==> config.mk <==
export PLATFORM = sky130hd
export DESIGN_NAME = digit_scan_ctrl
export DESIGN_NICKNAME = d
export VERILOG_FILES = /design/src/rtl/digit_scan_ctrl.sv
export SDC_FILE = /design/constraint.sdc
export NUM_CORES = 1
export LEC_CHECK = 0
export BUFFER_PORTS_ARGS = -buffer_cell sky130_fd_sc_hd__clkbuf_2
export CAP_MARGIN = 5
export CORE_MARGIN = 2
export CORE_UTILIZATION = 30
export DETAILED_ROUTE_END_ITERATION = 6
export PLACE_DENSITY = 0.46
export SYNTH_ARGS = -nofsm -noshare
export SYNTH_HDL_FRONTEND = slang
export SYNTH_SLANG_ARGS = --single-unit
==> constraint.sdc <==
create_clock -name i_clk -period 2.55 [get_ports i_clk]
set_clock_uncertainty 0.15 [all_clocks]
set_input_delay 0.3825 -clock i_clk [delete_from_list [all_inputs] [get_ports i_clk]]
set_output_delay 0.3825 -clock i_clk [all_outputs]
set_load 0.03 [all_outputs]
==> src/rtl/digit_scan_ctrl.sv <==
// Time-multiplexed scan controller for a 4-digit seven-segment display, with dead time between digits.
// Define SEVSEG_DIM_EN to add the i_duty brightness input (PWM inside each digit's on-time).
module digit_scan_ctrl #(
    parameter int CLK_DIV   = 1024,
    parameter int BLANK_CYC = 16
) (
    input  logic       i_clk,
    input  logic       i_rst_n,
    input  logic       i_en,
    input  logic [3:0] i_digit_mask,
`ifdef SEVSEG_DIM_EN
    input  logic [3:0] i_duty,
`endif
    output logic [1:0] o_sel,
    output logic [3:0] o_dig_en,
    output logic       o_frame_tick
);

    localparam int CW = (CLK_DIV > 1) ? $clog2(CLK_DIV) : 1;
    localparam logic [CW-1:0] SLOT_LAST  = CW'(CLK_DIV - 1);
    localparam logic [CW-1:0] BLANK_LAST = CW'(BLANK_CYC - 1);

    typedef enum logic [1:0] {
        IDLE,
        BLANK,
        ON
    } state_t;

    state_t        state, state_nxt;
    logic [CW-1:0] cnt, cnt_nxt, cnt_inc;
    logic [1:0]    sel_nxt;
    logic [3:0]    dig_en_nxt;
    logic          tick_nxt;
    logic [3:0]    lit_onehot;
    logic          lit_ok;

    function automatic logic [1:0] lowest_set(input logic [3:0] mask);
        lowest_set = 2'd0;
        for (int k = 3; k >= 0; k--) begin
            if (mask[k]) lowest_set = 2'(k);
        end
    endfunction

    // Upward circular search from cur+1; k=4 wraps back onto cur itself.
    function automatic logic [1:0] next_set(input logic [1:0] cur, input logic [3:0] mask);
        next_set = cur;
        for (int k = 4; k >= 1; k--) begin
            if (mask[cur + 2'(k)]) next_set = cur + 2'(k);
        end
    endfunction

    assign cnt_inc = cnt + CW'(1);

`ifdef SEVSEG_DIM_EN
    logic [3:0] on_phase;
    assign on_phase = 4'(cnt_inc - CW'(BLANK_CYC));
    assign lit_ok   = (on_phase < i_duty);
`else
    assign lit_ok = 1'b1;
`endif

    // A digit whose mask bit drops mid-slot goes dark at once, but the slot keeps running.
    assign lit_onehot = lit_ok ? ((4'b0001 << o_sel) & i_digit_mask) : 4'b0000;

    always_comb begin
        state_nxt  = state;
        cnt_nxt    = cnt;
        sel_nxt    = o_sel;
        dig_en_nxt = 4'b0000;
        tick_nxt   = 1'b0;
        if (!i_en) begin
            state_nxt = IDLE;
            cnt_nxt   = '0;
        end else begin
            case (state)
                IDLE: begin
                    if (i_digit_mask != 4'b0000) begin
                        state_nxt = BLANK;
                        cnt_nxt   = '0;
                        sel_nxt   = lowest_set(i_digit_mask);
                    end
                end
                BLANK: begin
                    cnt_nxt = cnt_inc;
                    if (cnt == BLANK_LAST) begin
                        state_nxt  = ON;
                        dig_en_nxt = lit_onehot;
                    end
                end
                ON: begin
                    if (cnt == SLOT_LAST) begin
                        cnt_nxt = '0;
                        if (i_digit_mask == 4'b0000) begin
                            state_nxt = IDLE;
                        end else begin
                            state_nxt = BLANK;
                            sel_nxt   = next_set(o_sel, i_digit_mask);
                            tick_nxt  = (sel_nxt <= o_sel);
                        end
                    end else begin
                        cnt_nxt    = cnt_inc;
                        dig_en_nxt = lit_onehot;
                    end
                end
                default: begin
                    state_nxt = IDLE;
                    cnt_nxt   = '0;
                end
            endcase
        end
    end

    always_ff @(posedge i_clk or negedge i_rst_n) begin
        if (!i_rst_n) begin
            state        <= IDLE;
            cnt          <= '0;
            o_sel        <= 2'd0;
            o_dig_en     <= 4'b0000;
            o_frame_tick <= 1'b0;
        end else begin
            state        <= state_nxt;
            cnt          <= cnt_nxt;
            o_sel        <= sel_nxt;
            o_dig_en     <= dig_en_nxt;
            o_frame_tick <= tick_nxt;
        end
    end

endmodule
==> results.txt, run 1 <==
Startpoint types: register
Clock Tree Buf Depth: 2
Syn nets: 170
IO Count: 14
GR Layer Usage met2: 19.5%
Later-pin clock latency in the skew report: 260 ps
Worst R2R Setup Slack: 280 ps
Slew Viols, Final: 0
Setup violators final: 0
Distinct cells, synth: 43
#FFs+latches synth: 19
Dominant synthesized flop cell: dfrtp_1
Cell mode on critical path: a21oi_1
CTS tree: built
PortBufs: 13
Fmax: 440 MHz
Crit path largest cell delay: 400 ps
Layout Nets: 187
Worst Hold Path Cells: 3
FP Rows: 24
Worst Path Class, Setup: register to register
Finished Cell Area: 1590 µm²
Post-synth top area share: 34.3%
Core Util, Final: 36.1%
Max Cap Viol: 0
Final Hold Fails: 0
Hold path endpoint: state[1]
GR Util met1: 19.5%
Worst EP required: 2570 ps
Gr usage total: 13.1%
Synthesized cell area: 1390 µm²
RR Endpoint: o_frame_tick
CTS Buf Count: 3
Initial core utilization: 31.4%
Layout cells sized above 1: 19.2%
CP Max Fanout: 4
Post-synthesis sequential area ratio: 34.3%
Core area: 4410 µm²
Min-delay src: i_en
GRT overflow: 0
RSZ-0062 raised after global routing: false
Critical Path AT: 2290 ps
Die W: 72.0 µm
H-tree levels: 1
Sum Neg Setup Slack: 0 ps
Crit. End Element: register
Crit-path cells: inv_1 > ha_1 > mux2_2 > o22ai_1 > a21oi_1 > ha_1 > inv_1 > a21oi_1 > a21oi_1 > nor4b_2
Area post-placement: 1530 µm²
Period utilisation layout: 89.1%
Vias in the first global route: 1126
Relative slew slack: 65.6%
Vias per cell: 5.45
First-pass GRT wire length: 5480 µm
Number of synthesized flops with an enable pin: 0
Die height: 72.0 µm
DRC: 0
GRT met3 Usage: 2.92%
Final wirelength: 3170 µm
GP Congestion: 0.787
Status: finished clean
Initial DRT Pass Iterations: 4
Area Overhead vs Synth: 14.9%
PwrDens: 733 nW/µm²
Max IR drop VDD: 408 µV
Iter 0 DRT Violations: 62
Fin worst setup slack: 279 ps
Root buffer cell: clkbuf_8
Synth area leaders: dfrtp_1 34%, ha_1 11%, and3_1 4.1%, nand2_1 3.2%, o21a_1 3.2%
Hold Crit Class: input pin to register
Synth area leader: dfrtp_1
Min Tclk post-route: 2270 ps
CTS Sinks: 19
DP HPWL: 2310 µm
Setup bufs post-CTS: 0
Launch point of the worst reg-to-reg path: o_sel[1]
Critical-path cell with the highest stage delay: dfrtp_2
Tightest Pin Transition: 516 ps
Initial antenna violation count: 0
DIE AREA: 5190 µm²
Reg clk slew, reported paths: 70 ps
Largest net degree at the start of global routing: 20
Most Crowded Layer GR: met2
Worst slack, placed: 249 ps
Syn Area/Cell: 9.19 µm²
Post-Synthesis Cells: 151
YS warnings: 0
Final ANT Viol Nets: 0
DR WL/cell: 14.5 µm
Reg2Reg Depth: 10
Async SR Flop Fraction: 100%
Vias: 1194
LEAKAGE: 0.707 nW
# diodes: 0
==> report_power, final <==
| part | leakage [nW] | internal [W] | switching, W |
|---|---|---|---|
| sequential | 0.260 | 0.000332 | 0.0000244 |
| combinational | 0.425 | 0.000245 | 0.000350 |
| clock | 0.0228 | 0.000111 | 0.000105 |
| total | 0.707 | 0.000688 | 0.000479 |
==> cell usage in the layout, fill, tap and decap left out, types with 4 or more instances in the layout <==
master    instances
dfrtp_1          18
clkbuf_2         13
nand2_1          12
ha_1             12
nor2_1            9
and3_1            9
inv_1             7
o21a_1            6
buf_4             6
a21oi_1           5
o311ai_0          5
o31ai_1           4
==> final cells by class <==
type                    instances  area [µm²]
repair buffers                 20         120
well taps                      52        65.1
fillers                       466        2820
multi-input cells             117         861
flip-flops and latches         19         477
clock buffers                   4        45.0
inverters                       7        26.3
==> metrics by stage <==
stage	total power (W)	hold slack [ps]	instances
floorplan	0.000801	-63.1	151
global placement	0.000944	242	214
detailed placement	0.000951	248	214
CTS	0.00118	303	219
global route	0.00127	331	219
finish	0.00117	308	219
==> logic make-up (layout without fill, tap and decap cells) <==
group                    after synthesis  in the layout  synth area share [%]
AND/OR/NAND/NOR                       59             59                  24.5
AO/OA/AOI/OAI                         41             41                  22.5
flip-flops                            19             19                  34.3
buffers and inverters                 15             31                  4.15
adder cells (fa/ha/maj)               12             12                  10.8
multiplexers                           5              5                  3.79
==> metal layers <==
layer | part of all wire (%) | vias to the layer above
met5 | 0 | -
met4 | 0.66 | 0
met3 | 3.1 | 2
met2 | 44 | 26
met1 | 52 | 558
li1 | - | 608
==> repair_timing <==
item	in CTS	in global routing
hold buffers	1	0
endpoints found under the setup margin	0	1
gates resized for setup	0	1
hold endpoints to repair	19	0
==> sequential cells by signal, summed over array words and instances (netlist names) <==
register / cells
o_dig_en: 4
cnt: 10
state: 2
o_frame_tick: 1
o_sel: 2
==> critical path, delay by kind of cell, from the launching register on <==
| family | cells | cell delay (ps) |
|---|---|---|
| AOI/OAI and AO/OA | 4 | 500 |
| adders and majority gates | 2 | 470 |
| DFF | 1 | 400 |
| and+or+nand+nor | 1 | 250 |
| muxes | 1 | 240 |
| buffers and inverters | 2 | 170 |
==> cell usage after synthesis, types with 4 or more instances <==
cell type,count
inv_1,7
o21a_1,6
clkbuf_1,7
nor2_1,9
nand2_1,12
ha_1,12
o311ai_0,5
a21oi_1,5
o31ai_1,4
and3_1,9
dfrtp_1,19
==> worst max path at each step <==
stage | from | endpoint | cells after the start
finish | o_sel[1] | o_frame_tick | 10
CTS | o_sel[1] | o_frame_tick | 10
global placement | o_sel[1] | o_frame_tick | 10
global route | o_sel[1] | o_frame_tick | 10
detailed placement | o_sel[1] | o_frame_tick | 10
floorplan | o_sel[1] | o_frame_tick | 9
(Power assumes the default switching activity.)
==> run 2: changes to the inputs <==
CAP_MARGIN = 20   (was 5)
PLACE_DENSITY = 0.52   (was 0.46)
==> run 2 against run 1 <==
Combinational power up 2%. Count of clock-buffer cells in the layout fell by 1. Power increased by 0.47%. Sequential power about the same. Hold slack improved by 18 ps. Core utilization hardly changed. Clock power is 2% lower. Setup slack worse by 54 ps. Fmax shrank 2.3%. Non-clock buffer count unchanged. Register-to-register slack got worse by 50 ps. Global-route usage up 0.33 points. Highest routed layer unchanged.
==> results.txt, run 2 (synthesized netlist as in run 1, its figures left out) <==
Startpoint types: register
DIE AREA: 5190 µm² (unchanged)
Worst EP required: 2540 ps (-30 ps)
Gr usage total: 13.4% (+0.33 points)
FP Rows: 24 (unchanged)
CTS Buf Count: 3 (unchanged)
RSZ-0062 raised after global routing: false
PwrDens: 737 nW/µm² (+0.55%)
Area Overhead vs Synth: 14.8% (about the same)
CTS Sinks: 19 (unchanged)
LEAKAGE: 0.711 nW (+0.59%)
Relative slew slack: 65.4% (-0.22 points)
Largest register by flop count: cnt
Hold Crit Class: input pin to register
Core area: 4410 µm² (unchanged)
IO Count: 14 (unchanged)
Tightest Pin Transition: 519 ps (+3.36 ps)
Fmax: 430 MHz (-2.3%)
Worst slack, placed: 220 ps (-29.2 ps)
Initial core utilization: 31.4% (unchanged)
First-pass GRT wire length: 5650 µm (+3.2%)
Multi-input gate area: 858 µm² (-0.29%)
Worst path bufs/invs: 2 (unchanged)
Layout Nets: 187 (unchanged)
# diodes: 0 (unchanged)
Critical Path AT: 2310 ps (+20 ps)
Critical-path cell with the highest stage delay: dfrtp_2
Crit. End Element: register
Clock Tree Buf Depth: 2 (unchanged)
Crit-path cells: inv_1 > ha_1 > mux2_2 > o22ai_1 > a21oi_2 > ha_1 > inv_1 > a21oi_1 > a21oi_1 > nor4b_1
Final wirelength: 3170 µm (about the same)
Status: finished clean
Slew Viols, Final: 0 (unchanged)
Setup violators final: 0 (unchanged)
Vias: 1223 (+2.4%)
Setup bufs post-CTS: 0 (unchanged)
Vias per cell: 5.58 (+2.4%)
Crit path largest cell delay: 400 ps (about the same)
Later-pin clock latency in the skew report: 250 ps (about the same)
Max Cap Viol: 0 (unchanged)
GRT overflow: 0 (unchanged)
Filler cell count: 461 (-1.1%)
Layout cells sized above 1: 19.8% (+0.60 points)
Die W: 72.0 µm (unchanged)
Fin worst setup slack: 225 ps (-54.4 ps)
Largest net degree at the start of global routing: 20 (unchanged)
Die height: 72.0 µm (unchanged)
Worst Path Class, Setup: register to register
Register area: 477 µm² (unchanged)
H-tree levels: 1 (unchanged)
Final Hold Fails: 0 (unchanged)
Initial antenna violation count: 0 (unchanged)
DR WL/cell: 14.5 µm (about the same)
Max IR drop VDD: 395 µV (-3.3%)
Period utilisation layout: 91.2% (+2.1 points)
DP HPWL: 2370 µm (+2.5%)
Most frequent cells in the layout: 18 x dfrtp_1, 13 x clkbuf_2, 12 x nand2_1, 12 x ha_1
Initial DRT Pass Iterations: 4 (unchanged)
CTS tree: built
Final ANT Viol Nets: 0 (unchanged)
Root buffer cell: clkbuf_8
Number of flip-flops in the largest register: 10 (unchanged)
CP Max Fanout: 4 (unchanged)
Iter 0 DRT Violations: 105 (+69%)
Sum Neg Setup Slack: 0 ps (unchanged)
CP delay by family, top: adder cells
Commonest non-fill, non-tap cell in the layout: dfrtp_1
GP Congestion: 0.823 (+4.6%)
PortBufs: 13 (unchanged)
Top Registers: cnt: 10 flops, o_dig_en: 4 flops
Min Tclk post-route: 2330 ps (+54.4 ps)
Reg clk slew, reported paths: 70 ps (about the same)
DRC: 0 (unchanged)
Vias in the first global route: 1197 (+6.3%)
[run 2: cell count changes in the layout (fill, tap and decap cells not counted), sizes merged]
cell | before | now
clkinv | 0 | 1
clkbuf | 17 | 16
[run 2: timing repair]
action                     in CTS  in global routing
hold buffers                    1                  0
setup endpoints to repair       0                  1
hold endpoints to repair       19                  0
gates resized for setup         0                  1
[run 2: metrics by stage]
step	instances	utilization [%]	total power [W]	hold WS, ps	cell area [µm²]
after detailed placement	214	34.7	0.000964	226	1530
final	219	36.1	0.00117	326	1590
after CTS	219	36.0	0.00118	317	1590
after global routing	219	36.1	0.00128	329	1590
after global placement	214	34.7	0.000943	219	1530
after floorplan	151	-	0.000801	-63.1	1390
[run 2: area by class of cell]
class | instances | share of cell area (%)
clock buffer | 3 | 2.59
tap | 52 | 4.08
multi-input combinational | 117 | 53.9
clock inverter | 1 | 0.314
sequential | 19 | 29.9
timing repair buffer | 20 | 7.54
inverter | 7 | 1.65
[run 2: where the power goes]
part	total [W]	switching (W)	internal, W
logic	0.000607	0.000356	0.000251
clock network	0.000211	0.000102	0.000109
registers	0.000356	0.0000236	0.000332
total	0.00117	0.000482	0.000691
[run 2: worst paths after layout]
kind / start / slack, ps / end / cells past startpoint
max: o_sel[1] / 220 / o_frame_tick / 10
min: i_en / 330 / state[1] / 3
max reg2reg: o_sel[1] / 220 / o_frame_tick / 10
min reg2reg: cnt[9] / 390 / cnt[9] / 1
max in group asynchronous: i_rst_n / 1400 / o_sel[1] / 2
min in group asynchronous: i_rst_n / 470 / o_dig_en[2] / 2
[run 2: routing by layer]
metal  wire length, µm  share of wire, %  track usage [%]  vias up
met5                 0                 0                0        -
met4                14              0.44             1.89        0
li1                  -                 -                -      607
met1              1620                51             19.5      598
met3                92               2.9             3.06        2
met2              1440                46             21.0       16
[run 2: tightest hold or removal path, stage by stage]
cell	delay [ps]
clkbuf_2	150
nand2_1	80
mux2i_1	70
==> run 3: changes to the inputs <==
PLACE_DENSITY = default   (was 0.52)
PLACE_DENSITY_LB_ADDON = 0.2   (was default)
==> run 3 against run 2 <==
First-iteration DRC count shrank 22%. Fmax is 2.2% higher. Flip-flop and latch count is the same. Clock power barely moved. Count of clock-buffer cells in the layout unchanged. Non-clock buffer count is 1 lower. Cell count shrank 0.46%. Global-route usage decreased by 0.39 points. Sequential share of layout area rose by 0.094 points. Routed wire length down 3.0%. Critical path depth did not move.
==> results.txt, run 3 (synthesized netlist as in run 1, its figures left out) <==
Vias per cell: 5.56 (-0.44%)
DRC: 0 (unchanged)
Worst path bufs/invs: 2 (unchanged)
Sum Neg Setup Slack: 0 ps (unchanged)
GP Congestion: 0.823 (about the same)
IO Count: 14 (unchanged)
Hold Crit Class: input pin to register
Final wirelength: 3080 µm (-3.0%)
Initial DRT Pass Iterations: 4 (unchanged)
GRT overflow: 0 (unchanged)
Final ANT Viol Nets: 0 (unchanged)
Startpoint types: register
Later-pin clock latency in the skew report: 260 ps (about the same)
Setup crit end: o_frame_tick
Reg clk slew, reported paths: 80 ps (about the same)
Gr usage total: 13.1% (-0.39 points)
Crit path from: o_sel[1]
DP HPWL: 2260 µm (-4.6%)
PwrDens: 731 nW/µm² (-0.80%)
Reg2Reg Depth: 10 (unchanged)
Fmax: 440 MHz (+2.2%)
Crit. End Element: register
H-tree levels: 1 (unchanged)
DIE AREA: 5190 µm² (unchanged)
Root buffer cell: clkbuf_8
Critical Path AT: 2280 ps (-30 ps)
Fin cells: 218 (-0.46%)
CP delay by family, top: compound AO/OA/AOI/OAI gates
CTS Sinks: 19 (unchanged)
Multi-input gate area: 861 µm² (+0.29%)
DR WL/cell: 14.1 µm (-2.5%)
Vias in the first global route: 1123 (-6.2%)
Most frequent cells in the layout: 18 x dfrtp_1, 13 x clkbuf_2, 12 x nand2_1, 12 x ha_1
Die W: 72.0 µm (unchanged)
Iter 0 DRT Violations: 82 (-22%)
Layout Nets: 186 (-0.53%)
FP Rows: 24 (unchanged)
Layout cells sized above 1: 19.3% (-0.48 points)
Max IR drop VDD: 303 µV (-23%)
Area Overhead vs Synth: 14.4%
Max Cap Viol: 0 (unchanged)
LEAKAGE: 0.706 nW (-0.79%)
Finished Cell Area: 1590 µm² (-0.31%)
Cell mode on critical path: a21oi_1
First-pass GRT wire length: 5460 µm (-3.4%)
Number of flip-flops in the largest register: 10 (unchanged)
Final Hold Fails: 0 (unchanged)
Setup violators final: 0 (unchanged)
Dpl cells: 213 (-0.47%)
Launch point of the worst reg-to-reg path: o_sel[1]
CTS tree: built
RR Endpoint: o_frame_tick
CP Max Fanout: 4 (unchanged)
Clock Tree Buf Depth: 2 (unchanged)
RSZ-0062 raised after global routing: false
Worst hold margin: 316 ps (-9.79 ps)
Setup bufs post-CTS: 0 (unchanged)
Worst R2R Setup Slack: 280 ps (+50 ps)
Commonest non-fill, non-tap cell in the layout: dfrtp_1
Critical-path cell with the highest stage delay: dfrtp_2
Slew Viols, Final: 0 (unchanged)
Status: finished clean
Area post-placement: 1530 µm² (-0.49%)
Top Registers: cnt: 10 flops, o_dig_en: 4 flops
Tightest Pin Transition: 499 ps (-20.0 ps)
Period utilisation layout: 89.2% (-2.0 points)
Worst Path Class, Setup: register to register
CTS Buf Count: 3 (unchanged)
Worst EP required: 2560 ps (+20 ps)
Instance count on the critical path: 10 (unchanged)
Register area: 477 µm² (unchanged)
Min Tclk post-route: 2270 ps (-51.1 ps)
Vias: 1212 (-0.90%)
Crit path largest cell delay: 400 ps (about the same)
# diodes: 0 (unchanged)
Largest net degree at the start of global routing: 20 (unchanged)
Relative slew slack: 66.7% (+1.3 points)
PortBufs: 13 (unchanged)
Final Total Pwr: 0.00116 W (-1.1%)
Die height: 72.0 µm (unchanged)
Initial core utilization: 31.4% (unchanged)
Crit-path cells: inv_1 > ha_1 > mux2_2 > o22ai_1 > a21oi_1 > ha_1 > inv_1 > a21oi_1 > a21oi_1 > nor4b_2
Filler cell count: 449 (-2.6%)
Largest register by flop count: cnt
Core area: 4410 µm² (unchanged)
Initial antenna violation count: 0 (unchanged)
[run 3: final cells by class]
| class | count | share of cell area (%) |
|---|---|---|
| Multi-Input combinational cell | 117 | 54.2 |
| Sequential cell | 19 | 30.0 |
| Timing Repair Buffer | 19 | 7.09 |
| Tap cell | 52 | 4.10 |
| Clock buffer | 3 | 2.60 |
| Inverter | 7 | 1.65 |
| Clock inverter | 1 | 0.315 |
[run 3: worst register-to-register path, stage by stage (launching register included)]
cell and delay, ps:
dfrtp_2 400, inv_1 140, ha_1 290, mux2_2 240
o22ai_1 60, a21oi_1 240, ha_1 190, inv_1 40
a21oi_1 130, a21oi_1 70, nor4b_2 250
[run 3: worst min path at each step]
stage | start | endpoint | slack (ps) | cells after the start
2_1_floorplan | i_rst_n | cnt[0] | -60 | 0
6_report | i_digit_mask[1] | o_dig_en[1] | 320 | 2
3_3_place_gp | i_rst_n | cnt[5] | 220 | 1
5_1_grt | i_digit_mask[3] | o_dig_en[3] | 330 | 2
4_1_cts | i_digit_mask[1] | o_dig_en[1] | 310 | 2
3_5_place_dp | i_rst_n | cnt[5] | 230 | 1
[run 3: through the flow]
step	utilization [%]	setup WS, ps
2_1_floorplan	-	11.2
3_3_place_gp	34.6	198
3_5_place_dp	34.6	225
4_1_cts	35.8	172
5_1_grt	36.0	103
6_report	36.0	276
[run 3: metal layers]
| metal | GRT usage [%] | wire length [µm] | vias up | part of all wire (%) |
|---|---|---|---|---|
| met3 | 3.47 | 170 | 4 | 5.5 |
| met1 | 18.1 | 1500 | 572 | 49 |
| met2 | 20.3 | 1360 | 29 | 44 |
| met5 | 0 | 0 | - | 0 |
| met4 | 3.35 | 37 | 0 | 1.2 |
| li1 | - | - | 607 | - |
[run 3: power by group]
group,leakage [nW],total (W),internal [W],switching (W)
sequential,0.260,0.000356,0.000332,0.0000239
combinational,0.421,0.000592,0.000245,0.000347
clock,0.0255,0.000212,0.000109,0.000104
total,0.706,0.00116,0.000686,0.000475
[run 3: what timing repair did]
| item | in CTS | in global routing |
|---|---|---|
| endpoints found under the hold margin | 19 | 0 |
| endpoints found under the setup margin | 0 | 1 |
| resized for setup | 0 | 1 |
| hold buffers | 1 | 0 |
